<file path="src/rtl/calc_pkg.sv">
// Shared constants for the board calculator.
//  - BTN_*: index of each push-button inside btn_level / btn_pulse.
//  - NUM_BTN, SW_WIDTH: board I/O widths.
//  - DEBOUNCE_CYCLES: default debounce window (10 ms at 100 MHz).
package calc_pkg;

  localparam int BTN_C           = 0;
  localparam int BTN_L           = 1;
  localparam int BTN_U           = 2;
  localparam int BTN_R           = 3;
  localparam int BTN_D           = 4;
  localparam int NUM_BTN         = 5;
  localparam int SW_WIDTH        = 16;
  localparam int DEBOUNCE_CYCLES = 1_000_000;

endpackage

</file>
<file path="src/rtl/debounce_cell.sv">
// Single push-button conditioner: 2-FF synchroniser, debounce counter and a
// one-cycle pulse on each accepted press.
// Ports:
//  clk    in  system clock
//  rst    in  asynchronous active-high reset
//  raw    in  raw (asynchronous, bouncy) button input
//  level  out debounced level
//  pulse  out one-cycle high on each accepted 0->1 transition
module debounce_cell #(
  parameter int DEBOUNCE_CYCLES = 1_000_000
) (
  input  logic clk,
  input  logic rst,
  input  logic raw,
  output logic level,
  output logic pulse
);

  localparam int CW = $clog2(DEBOUNCE_CYCLES);
  localparam logic [CW-1:0] LAST = CW'(DEBOUNCE_CYCLES - 1);

  logic          s1;
  logic          s2;
  logic          stable;
  logic [CW-1:0] cnt;
  logic          done;

  // The synced input has disagreed with the stable state for the whole window.
  assign done = (s2 != stable) && (cnt == LAST);

  always_ff @(posedge clk or posedge rst) begin
    if (rst) begin
      s1     <= 1'b0;
      s2     <= 1'b0;
      stable <= 1'b0;
      cnt    <= '0;
      pulse  <= 1'b0;
    end else begin
      s1    <= raw;
      s2    <= s1;
      // Only rising acceptance fires; it coincides with level going high.
      pulse <= done && s2;
      if (s2 == stable) begin
        // Any return to the stable value throws away partial progress.
        cnt <= '0;
      end else if (cnt == LAST) begin
        stable <= s2;
        cnt    <= '0;
      end else begin
        cnt <= cnt + 1'b1;
      end
    end
  end

  assign level = stable;

endmodule

</file>
<file path="src/rtl/btn_conditioner.sv">
// Front end for the board calculator: conditions the five raw push-buttons
// (one debounce_cell each) and synchronises the switch bank.
// Ports:
//  clk        in  system clock
//  rst        in  asynchronous active-high reset
//  btnc..btnd in  raw buttons (async, bouncy)
//  sw         in  raw switches (async)
//  btn_level  out debounced button levels, indexed by calc_pkg::BTN_*
//  btn_pulse  out one-cycle press strobes, same indexing
//  sw_sync    out switches after a 2-FF synchroniser (no debounce)
module btn_conditioner
  import calc_pkg::*;
#(
  parameter int DEBOUNCE_CYCLES = calc_pkg::DEBOUNCE_CYCLES,
  parameter int NUM_BTN         = calc_pkg::NUM_BTN,
  parameter int SW_WIDTH        = calc_pkg::SW_WIDTH
) (
  input  logic                clk,
  input  logic                rst,
  input  logic                btnc,
  input  logic                btnl,
  input  logic                btnu,
  input  logic                btnr,
  input  logic                btnd,
  input  logic [SW_WIDTH-1:0] sw,
  output logic [NUM_BTN-1:0]  btn_level,
  output logic [NUM_BTN-1:0]  btn_pulse,
  output logic [SW_WIDTH-1:0] sw_sync
);

  logic [NUM_BTN-1:0]  raw_btn;
  logic [SW_WIDTH-1:0] sw_s1;

  // Pack the named buttons into a vector so calc can index by BTN_*.
  assign raw_btn[BTN_C] = btnc;
  assign raw_btn[BTN_L] = btnl;
  assign raw_btn[BTN_U] = btnu;
  assign raw_btn[BTN_R] = btnr;
  assign raw_btn[BTN_D] = btnd;

  for (genvar i = 0; i < NUM_BTN; i++) begin : g_btn
    debounce_cell #(
      .DEBOUNCE_CYCLES(DEBOUNCE_CYCLES)
    ) u_cell (
      .clk  (clk),
      .rst  (rst),
      .raw  (raw_btn[i]),
      .level(btn_level[i]),
      .pulse(btn_pulse[i])
    );
  end

  // Switches are static settings; metastability protection is all they need.
  always_ff @(posedge clk or posedge rst) begin
    if (rst) begin
      sw_s1   <= '0;
      sw_sync <= '0;
    end else begin
      sw_s1   <= sw;
      sw_sync <= sw_s1;
    end
  end

endmodule
</file>
<file path="config.mk">
export PLATFORM = sky130hd
export DESIGN_NAME = btn_conditioner
export DESIGN_NICKNAME = d
export VERILOG_FILES = /design/src/rtl/calc_pkg.sv /design/src/rtl/debounce_cell.sv /design/src/rtl/btn_conditioner.sv
export SDC_FILE = /design/constraint.sdc
export NUM_CORES = 1
export LEC_CHECK = 0
export CAP_MARGIN = 20
export CORE_MARGIN = 2
export CORE_UTILIZATION = 25
export CTS_BUF_LIST = sky130_fd_sc_hd__clkbuf_4
export DETAILED_ROUTE_END_ITERATION = 12
export PLACE_DENSITY = 0.44
export SETUP_SLACK_MARGIN = 0.05
export SKIP_CTS_REPAIR_TIMING = 1
export SLEW_MARGIN = 10
export SYNTH_ARGS = -nofsm -noshare
export SYNTH_HDL_FRONTEND = slang
export SYNTH_SLANG_ARGS = --single-unit
</file>
<file path="constraint.sdc">
create_clock -name clk -period 6.7 [get_ports clk]
set_input_delay 1.34 -clock clk [delete_from_list [all_inputs] [get_ports clk]]
set_output_delay 1.34 -clock clk [all_outputs]
set_load 0.02 [all_outputs]
</file>
==> flow_summary.toml, run 1 <==
[run_status]
status = "complete, no violations"

[power]
total_power_uw = 1660
pwr_density_cell_nw_per_um2 = 217
vdd_ir_drop_max_uv = 111
leakage_uw = 0.00302

[sta]
timing.final.ws_setup_ps = 3740
slew_violations = 0
timing.fmax_ghz = 0.338
finalHoldViolations = 0
skew_ps = 28.1
fin_setup_tns_ps = 0
setup_viol = 0
period_share_pct = 44.2
rsz0062_at_grt = "false"
worst_slew_pin_slew_ps = 907
maxSlewHeadroom_pct = 39.5
fin_crit_ps = 2960

[critical_path]
worst-path-buf-inv = 1
cp_max_fo = 5
crit_path_end_kind = "output port"
arrival_ps = 1620
cp_top_family = "buffers and inverters"
crit_chain = "clkdlybuf4s50_1"
required_ps = 5360
startpoint_type = "flop"
worstSetupPathType = "reg -> out"
worst_path_largest_cell_delay_ps = 640
slowest_stage = "clkdlybuf4s50_1"

[yosys]
synth_warnings = 0
synth_nets = 635
ys_types = 37
ys_ff_latch = 152
ys_seq_area_share_pct = 58.4
syn_inst = 607
synth.avg_cell_area_um2 = 10.7
mappedNetlistArea_um2 = 6510

[route]
dr.pass1.iters = 5
vias = 4515
drtAntennaViolNets = 0
dr.first_iter.drc_count = 327
avgViaCountPerCell = 4.51
drc_errors = 0
wl_per_cell_um = 13.1
drt-total-wl_um = 13100

[clock_network]
clock_sinks = 152
clock_path_buffers = 2
root_buffer = "clkbuf_4"
cts_tree = "done"
cts_buffers = 17
insertion_delay_ps = 550
htree_levels = 4
path_clk_slew_ps = 130

[placed_design]
place_ws_ps = 3400
place.port_buffers = 48
gp_congestion = 0.750
dp_hpwl_um = 8710

[floorplan]
io_pins = 49
fp.dieW_um = 165
start_util_pct = 25.2
die_h_um = 165
die_area_um2 = 27300
core-area_um2 = 25800
rows = 59

[global_route]
antenna_found_initial = 1
grt_first_pass_wirelength_um = 22400
grt_pass1_vias = 4497
gr-total-overflow = 0
track_usage_pct = 10.3
grt_max_degree = 101

[cells_and_area]
antenna_cells = 0
utilization_pct = 29.7
nets = 683
area_delta_synth_final_pct = 17.7
final_layout_size_suffix_gt1_share_pct = 8.25

[run]
maxCapViolCount = 0

[hold_path]
hp-class = "reg -> reg"
power breakdown:
group          internal, µW  total (µW)  switching, µW
Sequential              937         950           12.4
Combinational          30.4        75.9           45.5
Clock                   298         639            341
Total                  1270        1660            399
sequential cells by signal, summed over array words and instances (netlist names):
signal and count:
g_btn.u_cell.cnt 100, g_btn.u_cell.level 5, g_btn.u_cell.pulse 5, g_btn.u_cell.s1 5, g_btn.u_cell.s2 5, sw_s1 16, sw_sync 16
cell usage in the layout, fill, tap and decap left out, drive strengths merged, types with 10 or more instances in the layout:
cell           count
a21oi             26
and3              10
clkbuf            17
clkdlybuf4s50     48
dfrtp            152
inv               21
nand2             32
nand3             28
nand4             30
nor2              85
nor3              16
nor4              23
o21ai             19
or3               20
xnor2             46
xor2              24
cell families after synthesis:
family,after synthesis,synth area share (%)
flip-flops,152,58.4
buffers and inverters,42,3.11
adder cells (fa/ha/maj),5,0.961
multiplexers,5,0.865
XOR/XNOR,70,9.42
AND/OR/NAND/NOR,277,22.4
AO/OA/AOI/OAI,56,4.82
layout make-up:
class / instances / area (µm²)
fill: 2675 / 18200
inverter: 18 / 72.6
clock buffer: 17 / 128
clock inverter: 14 / 198
sequential: 152 / 3800
timing repair buffer: 53 / 518
multi-input combinational: 413 / 2520
tap: 335 / 419
cell usage after synthesis:
| cell | instances | share of area, % |
|---|---|---|
| buf_1 | 1 | 0.058 |
| or4b_1 | 1 | 0.15 |
| or2_2 | 2 | 0.19 |
| nand4_2 | 2 | 0.38 |
| nor4_1 | 23 | 2.2 |
| xor2_1 | 24 | 3.2 |
| xnor2_1 | 46 | 6.2 |
| and3_1 | 10 | 0.96 |
| or4_1 | 8 | 0.92 |
| nor3b_1 | 1 | 0.12 |
| buf_2 | 6 | 0.46 |
| nand2_1 | 32 | 1.8 |
| mux2_2 | 5 | 0.86 |
| nor2_1 | 85 | 4.9 |
| nor4b_1 | 3 | 0.40 |
| nor3_1 | 16 | 1.2 |
| ha_1 | 5 | 0.96 |
| a21oi_2 | 1 | 0.13 |
| clkbuf_1 | 7 | 0.40 |
| and4_1 | 6 | 0.81 |
| buf_4 | 10 | 1.2 |
| dfrtp_1 | 152 | 58 |
| or4_4 | 1 | 0.17 |
| nor2b_1 | 1 | 0.096 |
| nand3_2 | 1 | 0.15 |
| nand3_1 | 27 | 2.1 |
| or3_1 | 20 | 1.9 |
| and3b_1 | 1 | 0.13 |
| and2_1 | 2 | 0.19 |
| nand4_1 | 28 | 2.7 |
| inv_1 | 18 | 1.0 |
| a21oi_1 | 25 | 1.9 |
| o31ai_1 | 9 | 1.0 |
| o21ai_0 | 19 | 1.5 |
| a31o_2 | 2 | 0.27 |
| nand4b_1 | 4 | 0.54 |
| nand2b_1 | 3 | 0.29 |
per-stage QoR:
step	hold WS (ps)	std cells	area, µm²
after floorplan	331	607	6510
after global placement	331	971	7340
after detailed placement	336	971	7340
after CTS	366	1002	7660
after global routing	369	1002	7660
final	363	1002	7660
path summary, 6_finish.rpt:
check	from	end	slack, ps	depth (start not counted)
setup / recovery	g_btn[3].u_cell.level$_DFFE_PP0P_	btn_level[3]	3740	1
hold / removal	sw_s1[1]$_DFF_PP0_	sw_sync[1]$_DFF_PP0_	360	0
setup reg to reg	g_btn[2].u_cell.cnt[0]$_DFF_PP0_	g_btn[2].u_cell.cnt[18]$_DFF_PP0_	4550	5
hold reg to reg	sw_s1[1]$_DFF_PP0_	sw_sync[1]$_DFF_PP0_	360	0
max in group asynchronous	rst	g_btn[2].u_cell.cnt[11]$_DFF_PP0_	4080	3
min in group asynchronous	rst	g_btn[2].u_cell.pulse$_DFF_PP0_	1350	2
layer usage:
metal	up-vias	track usage (%)	share of wire [%]
met5	-	0	0
met2	65	15.3	45
li1	2211	-	-
met4	0	3.17	0.46
met3	6	3.22	4.5
met1	2233	14.4	50
Note: power is estimated with default switching activity, not from simulation.
==> inputs of run 2 (changes only) <==
==> constraint.sdc (replaced) <==
create_clock -name clk -period 2.9 [get_ports clk]
set_input_delay 0.58 -clock clk [delete_from_list [all_inputs] [get_ports clk]]
set_output_delay 0.58 -clock clk [all_outputs]
set_load 0.02 [all_outputs]
==> run 2 against run 1 <==
Core utilization is 0.26 points higher. Sequential share of layout area down 0.43 points. Combinational power rose to 2.6 times the previous value. Global-route usage increased by 0.14 points. Non-clock buffer count increased by 8. Via count rose by 1.3%. Power rose by 120%. Sequential power increased by 130%. Flip-flop and latch count unchanged. Wire length rose by 1.2%. Critical path type unchanged. Critical endpoint unchanged. Largest cell class unchanged. Largest power group unchanged.
==> flow_summary.toml, run 2 (synthesized netlist as in run 1, its figures left out) <==
[power]
share_seq_of_total_power_pct = 60.3
switchingPower_uw = 945
switching_share_pct = 26.0
clkPwrFrac_pct = 34.3
vdd_ir_drop_max_uv = 221
p_int_uw = 2690
total_power_uw = 3640
leakage_uw = 0.00305
pwr_density_cell_nw_per_um2 = 471
comb_power_share_pct = 5.4

[sta]
rsz0062_at_grt = "false"
skew_ps = 19.5
worst_slew_pin_slew_ps = 744
maxSlewHeadroom_pct = 50.3
period_share_pct = 76.0
setup_viol = 0
fin_setup_tns_ps = 0
fin_crit_ps = 2200
slew_violations = 0
holdWs_ps = 353
timing.fmax_ghz = 0.454
finalHoldViolations = 0

[placed_design]
place.port_buffers = 48
dp_hpwl_um = 9400
gp_congestion = 0.766
dp_cells = 979

[critical_path]
required_ps = 2320
cp_max_fo = 5
reg2reg_from = "g_btn[2].u_cell.cnt[0]$_DFF_PP0_"
worstSetupPathType = "reg -> out"
ff2ff_setup_slack_ps = 810
startpoint_type = "flop"
arrival_ps = 1620
crit_chain = "clkdlybuf4s50_1"
cp_top_family = "buffers and inverters"
worst-path-buf-inv = 1
crit_path_end_kind = "output port"
slowest_stage = "clkdlybuf4s50_1"
cp-startpoint = "g_btn[3].u_cell.level$_DFFE_PP0P_"
worst_path_largest_cell_delay_ps = 640

[route]
avgViaCountPerCell = 4.52
dr.pass1.iters = 4
drc_errors = 0
wl_per_cell_um = 13.1
drt-total-wl_um = 13300
vias = 4575
dr.first_iter.drc_count = 293
drtAntennaViolNets = 0

[cells_and_area]
final_layout_size_suffix_gt1_share_pct = 9.32
regMostFlops = "g_btn.u_cell.cnt"
final_cells = 1012
utilization_pct = 29.9
final_common_cell = "dfrtp_1"
nets = 691
num-fill-cells = 2673
largest_reg_flops = 100
multi_input_area_um2 = 2520
area_delta_synth_final_pct = 18.7
layout.area.seq_um2 = 3800
reg_top3 = "g_btn.u_cell.cnt (100), sw_s1 (16), sw_sync (16)"
final_cell_mix = "152 x dfrtp_1, 85 x nor2_1, 48 x clkdlybuf4s50_1"

[clock_network]
root_buffer = "clkbuf_4"
cts_tree = "done"
clock_path_buffers = 2
path_clk_slew_ps = 130
clock_sinks = 152
htree_levels = 4
insertion_delay_ps = 520
cts_buffers = 17

[global_route]
antenna_found_initial = 1
grt_pass1_vias = 4635
gr-total-overflow = 0
track_usage_pct = 10.5
grt_max_degree = 31
grt_first_pass_wirelength_um = 22500

[floorplan]
die_area_um2 = 27300
fp.dieW_um = 165
rows = 59
core-area_um2 = 25800
io_pins = 49
start_util_pct = 25.2
die_h_um = 165

[run_status]
status = "complete, no violations"

[hold_path]
min_from = "g_btn[2].u_cell.s1$_DFF_PP0_"
hp-class = "reg -> reg"

[run]
maxCapViolCount = 0
[run 2: changes by cell type in the layout (fill, tap and decap cells not counted), moves of 2 or more]
cell / before / now
clkinvlp_4: 2 / 4
bufinv_16: 4 / 1
buf_12: 0 / 5
inv_6: 4 / 7
buf_4: 5 / 8
[run 2: per-layer routing]
metal | wire length, µm | GRT usage (%)
met1 | 6430 | 13.4
met4 | 167 | 3.33
met2 | 6180 | 16.8
met5 | 0 | 0
met3 | 491 | 3.27
[run 2: cell type report]
class                   instances  share of cell area, %
multi-input cells             413                   32.7
inverters                      18                  0.923
well taps                     335                   5.42
flip-flops and latches        152                   49.2
repair buffers                 61                   8.29
clock buffers                  17                   1.65
clock inverters                15                   1.81
diodes                          1                 0.0324
[run 2: metrics by stage]
step / worst slack, ps / instance area, µm²
4_1_cts: 632 / 7730
5_1_grt: 565 / 7730
3_5_place_dp: 848 / 7460
6_report: 695 / 7730
2_1_floorplan: 403 / 6510
3_3_place_gp: 873 / 7460
[run 2: path summary, 6_finish.rpt]
check	end	depth (start not counted)
max in group asynchronous	g_btn[3].u_cell.cnt[14]$_DFF_PP0_	3
worst max-delay path	btn_level[3]	1
worst min-delay path	g_btn[2].u_cell.s2$_DFF_PP0_	0
worst min register to register	g_btn[2].u_cell.s2$_DFF_PP0_	0
worst max register to register	g_btn[2].u_cell.cnt[18]$_DFF_PP0_	5
min in group asynchronous	g_btn[0].u_cell.s1$_DFF_PP0_	2
[run 2: power groups by stage]
stage | registers (µW) | logic (µW) | clock network, µW
2_1_floorplan | 2240 | 81.3 | 0
3_3_place_gp | 2230 | 198 | 0
3_5_place_dp | 2240 | 202 | 0
4_1_cts | 2200 | 203 | 1320
5_1_grt | 2200 | 220 | 1420
6_report | 2190 | 195 | 1250
